===== config.mk =====
export PLATFORM = sky130hd
export DESIGN_NAME = vend_ctrl_param
export DESIGN_NICKNAME = d
export VERILOG_FILES = /design/src/rtl/vend_pkg.sv /design/src/rtl/vend_stock_ctr.sv /design/src/rtl/vend_ctrl_param.sv
export SDC_FILE = /design/constraint.sdc
export NUM_CORES = 1
export LEC_CHECK = 0
export CORE_ASPECT_RATIO = 1.4
export CORE_MARGIN = 2
export CORE_UTILIZATION = 40
export CTS_CLUSTER_SIZE = 25
export DETAILED_ROUTE_END_ITERATION = 8
export DONT_BUFFER_PORTS = 1
export PLACE_DENSITY = 0.58
export SYNTH_ARGS = -nofsm -noshare
export SYNTH_HDL_FRONTEND = slang
export SYNTH_SLANG_ARGS = --single-unit

===== constraint.sdc =====
create_clock -name clk -period 4.4 [get_ports clk]
set_input_delay 0.66 -clock clk [delete_from_list [all_inputs] [get_ports clk]]
set_output_delay 0.66 -clock clk [all_outputs]
set_load 0.01 [all_outputs]

===== src/rtl/vend_pkg.sv =====
// Shared types for the vending controller: FSM state encoding, coin codes
// and the coin-to-nickel value mapping.
package vend_pkg;

    typedef enum logic [1:0] {
        ST_IDLE    = 2'd0,
        ST_COLLECT = 2'd1,
        ST_VEND    = 2'd2,
        ST_CHANGE  = 2'd3
    } state_t;

    typedef enum logic [1:0] {
        COIN_NONE    = 2'b00,
        COIN_NICKEL  = 2'b01,
        COIN_DIME    = 2'b10,
        COIN_QUARTER = 2'b11
    } coin_t;

    function automatic logic [2:0] coin_value(input logic [1:0] code);
        logic [2:0] value;
        case (code)
            COIN_NICKEL:  value = 3'd1;
            COIN_DIME:    value = 3'd2;
            COIN_QUARTER: value = 3'd5;
            default:      value = 3'd0;
        endcase
        return value;
    endfunction

endpackage


===== src/rtl/vend_stock_ctr.sv =====
// Product stock counter: reloads to STOCK_MAX on load (which wins over dec),
// counts down on dec, and flags empty in step with the count register.
module vend_stock_ctr #(
    parameter int STOCK_MAX = 8,
    parameter int STOCK_W   = 4
) (
    input  logic               clk,
    input  logic               rst_n,
    input  logic               dec,
    input  logic               load,
    output logic [STOCK_W-1:0] count,
    output logic               empty
);

    logic [STOCK_W-1:0] count_reg;
    logic [STOCK_W-1:0] count_next;
    logic               empty_reg;

    always_comb begin
        count_next = count_reg;
        if (load) begin
            count_next = STOCK_W'(STOCK_MAX);
        end else if (dec && (count_reg != '0)) begin
            count_next = count_reg - STOCK_W'(1);
        end
    end

    always_ff @(posedge clk or negedge rst_n) begin
        if (!rst_n) begin
            count_reg <= STOCK_W'(STOCK_MAX);
            empty_reg <= (STOCK_MAX == 0);
        end else begin
            count_reg <= count_next;
            empty_reg <= (count_next == '0);
        end
    end

    assign count = count_reg;
    assign empty = empty_reg;

endmodule


===== src/rtl/vend_ctrl_param.sv =====
// Vending-machine controller: coin FSM and credit datapath. Credit builds up
// to PRICE, a dispense request is held until acknowledged, then change is paid
// out one nickel per cycle. Stock tracking lives in vend_stock_ctr.
module vend_ctrl_param
    import vend_pkg::*;
#(
    parameter int PRICE     = 3,
    parameter int CREDIT_W  = 4,
    parameter int STOCK_MAX = 8,
    parameter int STOCK_W   = 4
) (
    input  logic                clk,
    input  logic                reset,
    input  logic [1:0]          coin,
    input  logic                cancel,
    input  logic                restock,
    input  logic                vend_ack,
    output logic                news,
    output logic                change_nickel,
    output logic                coin_reject,
    output logic                sold_out,
    output logic [CREDIT_W-1:0] credit
);

    localparam logic [CREDIT_W-1:0] PRICE_C = CREDIT_W'(PRICE);

    state_t              state_reg, state_next;
    logic [CREDIT_W-1:0] credit_reg, credit_next;
    logic [CREDIT_W-1:0] credit_sum;
    logic                news_reg, news_next;
    logic                change_reg, change_next;
    logic                reject_reg, reject_next;
    logic                coin_valid;
    logic                has_stock;
    logic                stock_dec;
    logic [STOCK_W-1:0]  stock_count;
    logic                stock_empty;

    vend_stock_ctr #(
        .STOCK_MAX (STOCK_MAX),
        .STOCK_W   (STOCK_W)
    ) u_stock (
        .clk   (clk),
        .rst_n (reset),
        .dec   (stock_dec),
        .load  (restock),
        .count (stock_count),
        .empty (stock_empty)
    );

    assign coin_valid = (coin != COIN_NONE);
    assign has_stock  = (stock_count != '0);
    // Credit never exceeds PRICE-1+5, so the sum cannot wrap for legal parameters.
    assign credit_sum = credit_reg + CREDIT_W'(coin_value(coin));

    always_comb begin
        state_next  = state_reg;
        credit_next = credit_reg;
        reject_next = 1'b0;
        stock_dec   = 1'b0;
        case (state_reg)
            ST_IDLE, ST_COLLECT: begin
                if ((state_reg == ST_COLLECT) && cancel) begin
                    // Refund wins; a coin arriving alongside it is bounced.
                    state_next  = ST_CHANGE;
                    reject_next = coin_valid;
                end else if (coin_valid) begin
                    if (has_stock) begin
                        credit_next = credit_sum;
                        state_next  = (credit_sum >= PRICE_C) ? ST_VEND : ST_COLLECT;
                    end else begin
                        reject_next = 1'b1;
                    end
                end
            end
            ST_VEND: begin
                reject_next = coin_valid;
                if (vend_ack) begin
                    credit_next = credit_reg - PRICE_C;
                    stock_dec   = 1'b1;
                    state_next  = (credit_reg == PRICE_C) ? ST_IDLE : ST_CHANGE;
                end
            end
            ST_CHANGE: begin
                reject_next = coin_valid;
                if (credit_reg <= CREDIT_W'(1)) begin
                    credit_next = '0;
                    state_next  = ST_IDLE;
                end else begin
                    credit_next = credit_reg - CREDIT_W'(1);
                end
            end
            default: begin
                state_next  = ST_IDLE;
                credit_next = '0;
            end
        endcase
        news_next   = (state_next == ST_VEND);
        change_next = (state_next == ST_CHANGE);
    end

    always_ff @(posedge clk or negedge reset) begin
        if (!reset) begin
            state_reg  <= ST_IDLE;
            credit_reg <= '0;
            news_reg   <= 1'b0;
            change_reg <= 1'b0;
            reject_reg <= 1'b0;
        end else begin
            state_reg  <= state_next;
            credit_reg <= credit_next;
            news_reg   <= news_next;
            change_reg <= change_next;
            reject_reg <= reject_next;
        end
    end

    assign news          = news_reg;
    assign change_nickel = change_reg;
    assign coin_reject   = reject_reg;
    assign sold_out      = stock_empty;
    assign credit        = credit_reg;

endmodule

==> results.json <==
{
  "drc": 0,
  "start_util_pct": 42.9,
  "p_per_area_nw_per_um2": 771,
  "worst-path-max-fanout": 8,
  "crit_path_start_kind": "register",
  "grtUsageTotal_pct": 16.7,
  "grt_max_degree": 17,
  "ant_nets": 0,
  "synth_commonest_cells": "dfrtp_1, nor2_1, a21oi_1, ha_1",
  "rsz0062_at_grt": "false",
  "clock_latency_ns": 0.28,
  "finClkSkew_ns": 0.00332,
  "dr.pass1.iters": 4,
  "die_h_um": 64.3,
  "combPwrFrac_pct": 53.5,
  "setup_ws_ns": 2.17,
  "wl_per_cell_um": 14.5,
  "post-route-util_pct": 44.9,
  "grt_pass1_vias": 818,
  "leakage_nw": 0.457,
  "ys_types": 44,
  "ys_warn_count": 0,
  "antenna_found_initial": 0,
  "cp-end-kind": "register",
  "syn_inst": 110,
  "r2r_start": "credit[0]$_DFFE_PN0P_",
  "cts_tree": "done",
  "globalRouteOverflowTotal": 0,
  "ys.flop_type": "dfrtp_1",
  "cts_hold_buffers": 0,
  "core-area_um2": 2420,
  "worstPathRequired_ns": 4.55,
  "fp-row-count": 21,
  "internal_power_w": 0.000451,
  "syn_to_final_growth_pct": 4.58,
  "clk_pin_slew_ns": 0.08,
  "switching_share_pct": 46.1,
  "cts.sinks": 14,
  "power_frac_seq_pct": 37.6,
  "chipWidth_um": 47.0,
  "synth_top_area_share_pct": 31.4,
  "max-vdd-ir-drop_uv": 264,
  "cts.repair.resized": 0,
  "postCtsSetupBuffers": 0,
  "clockPowerShare_pct": 8.9,
  "syn_area_um2": 1040,
  "fin_tns_setup_ns": 0,
  "worstMarginPinSlew_ns": 0.488,
  "ios": 15,
  "fin_crit_ns": 2.23,
  "syn_nets": 125,
  "finalMaxSlewViolations": 0,
  "hold_class": "in -> async",
  "seq_area_frac_synth_pct": 33.9,
  "final_cell_area_um2": 1080,
  "synth-edff-count": 0,
  "ys_ff_latch": 14,
  "dp_slack_ns": 2.06,
  "setup_violations": 0,
  "relSlewSlack_pct": 67.4,
  "root_buffer": "clkbuf_4",
  "yosysMostFrequentCell": "dfrtp_1",
  "netlist.top_cell.by_area": "dfrtp_1",
  "final_nets": 125,
  "critical_path.startpoint": "credit[0]$_DFFE_PN0P_",
  "dp_hpwl_mm": 1.63,
  "period_share_pct": 50.7,
  "place_area_um2": 1060,
  "crit_type": "reg -> reg",
  "drtIter0Drc": 12,
  "vias": 791,
  "cts_buffers": 3,
  "synth.avg_cell_area_um2": 9.43,
  "drv_cap": 0,
  "async_reset_ff_share_pct": 100,
  "dieArea_um2": 3020,
  "status": "finished, final reports clean",
  "cts-htree-levels": 1,
  "clock_path_buffers": 2,
  "portBuffers": 0,
  "fmax_mhz": 448,
  "grt_pass1_wl_mm": 3.57,
  "timing_hold_violations_final": 0,
  "gp_congestion": 0.817,
  "antennaDiodeCount": 0,
  "drive_gt1_share_pct": 13.8,
  "synth_area_leaders": "dfrtp_1, ha_1, xnor2_1",
  "routed_wl_mm": 2.08,
  "cp.arrival_ns": 2.38,
  "viasPerCell": 5.53,
  "p_sw_w": 0.000386
}
## per-layer routing
layer / vias up / track usage, % / share of wire (%)
met5: - / 0 / 0
met4: 0 / 9.72 / 3.2
met3: 7 / 3.67 / 3.0
met2: 15 / 27.6 / 52
met1: 377 / 18.4 / 41
li1: 392 / - / -
## logic make-up after synthesis
family	count (synthesis)	synth area share [%]
fa+ha+maj	9	11.3
simple gates	39	21.2
compound gates	27	19.8
mux	4	4.46
flops	14	33.9
buf+inv	11	4.22
xor+xnor	6	5.07
## final timing paths
check / end / slack [ns] / cells past startpoint
setup / recovery: state_reg[1]$_DFF_PN0_ / 2.17 / 6
hold / removal: u_stock.empty$_DFF_PN0_ / 0.07 / 0
setup reg to reg: state_reg[1]$_DFF_PN0_ / 2.17 / 6
hold reg to reg: u_stock.count[1]$_DFF_PN0_ / 0.60 / 2
max in group asynchronous: u_stock.count[3]$_DFF_PN1_ / 4.16 / 0
min in group clk: u_stock.count[1]$_DFF_PN0_ / 0.45 / 1
## power by group through the flow
| stage | Combinational (W) | Clock [W] | Sequential (W) |
|---|---|---|---|
| after global placement | 0.000445 | 0 | 0.000318 |
| final | 0.000448 | 0.0000744 | 0.000314 |
| after floorplan | 0.000422 | 0 | 0.000255 |
| after CTS | 0.000453 | 0.0000776 | 0.000315 |
| after detailed placement | 0.000450 | 0 | 0.000318 |
| after global routing | 0.000510 | 0.0000866 | 0.000329 |
## critical path, stage by stage (launching register included)
cell and delay [ns]:
dfrtp_1 0.52, ha_1 0.29, fa_1 0.38, xnor2_1 0.19, nand2_1 0.13, o21ai_2 0.16, or4b_1 0.43
## area by class of cell
class / count / area, um^2
inverter: 6 / 22.5
multi-input combinational: 85 / 642
clock buffer: 4 / 26.3
fill: 264 / 1330
sequential: 14 / 352
tap: 34 / 42.5
## through the flow
stage / total power (W) / cells / hold WS (ns)
floorplan: 0.000677 / 110 / 0.364
global placement: 0.000763 / 139 / 0.365
detailed placement: 0.000768 / 139 / 0.365
CTS: 0.000845 / 143 / 0.0560
global route: 0.000926 / 143 / 0.0348
finish: 0.000837 / 143 / 0.0672
## cell usage in the layout (no fill, tap or decap), drive strengths merged, types with 2 or more instances in the layout
master / instances
a211oi: 2
a21oi: 9
a31oi: 2
clkbuf: 4
dfrtp: 13
ha: 7
inv: 6
mux2: 2
mux2i: 2
nand2: 6
nand2b: 4
nor2: 12
nor2b: 5
nor3: 3
nor3b: 2
o21ai: 5
xnor2: 5
Power figures use the tool's default switching activity.
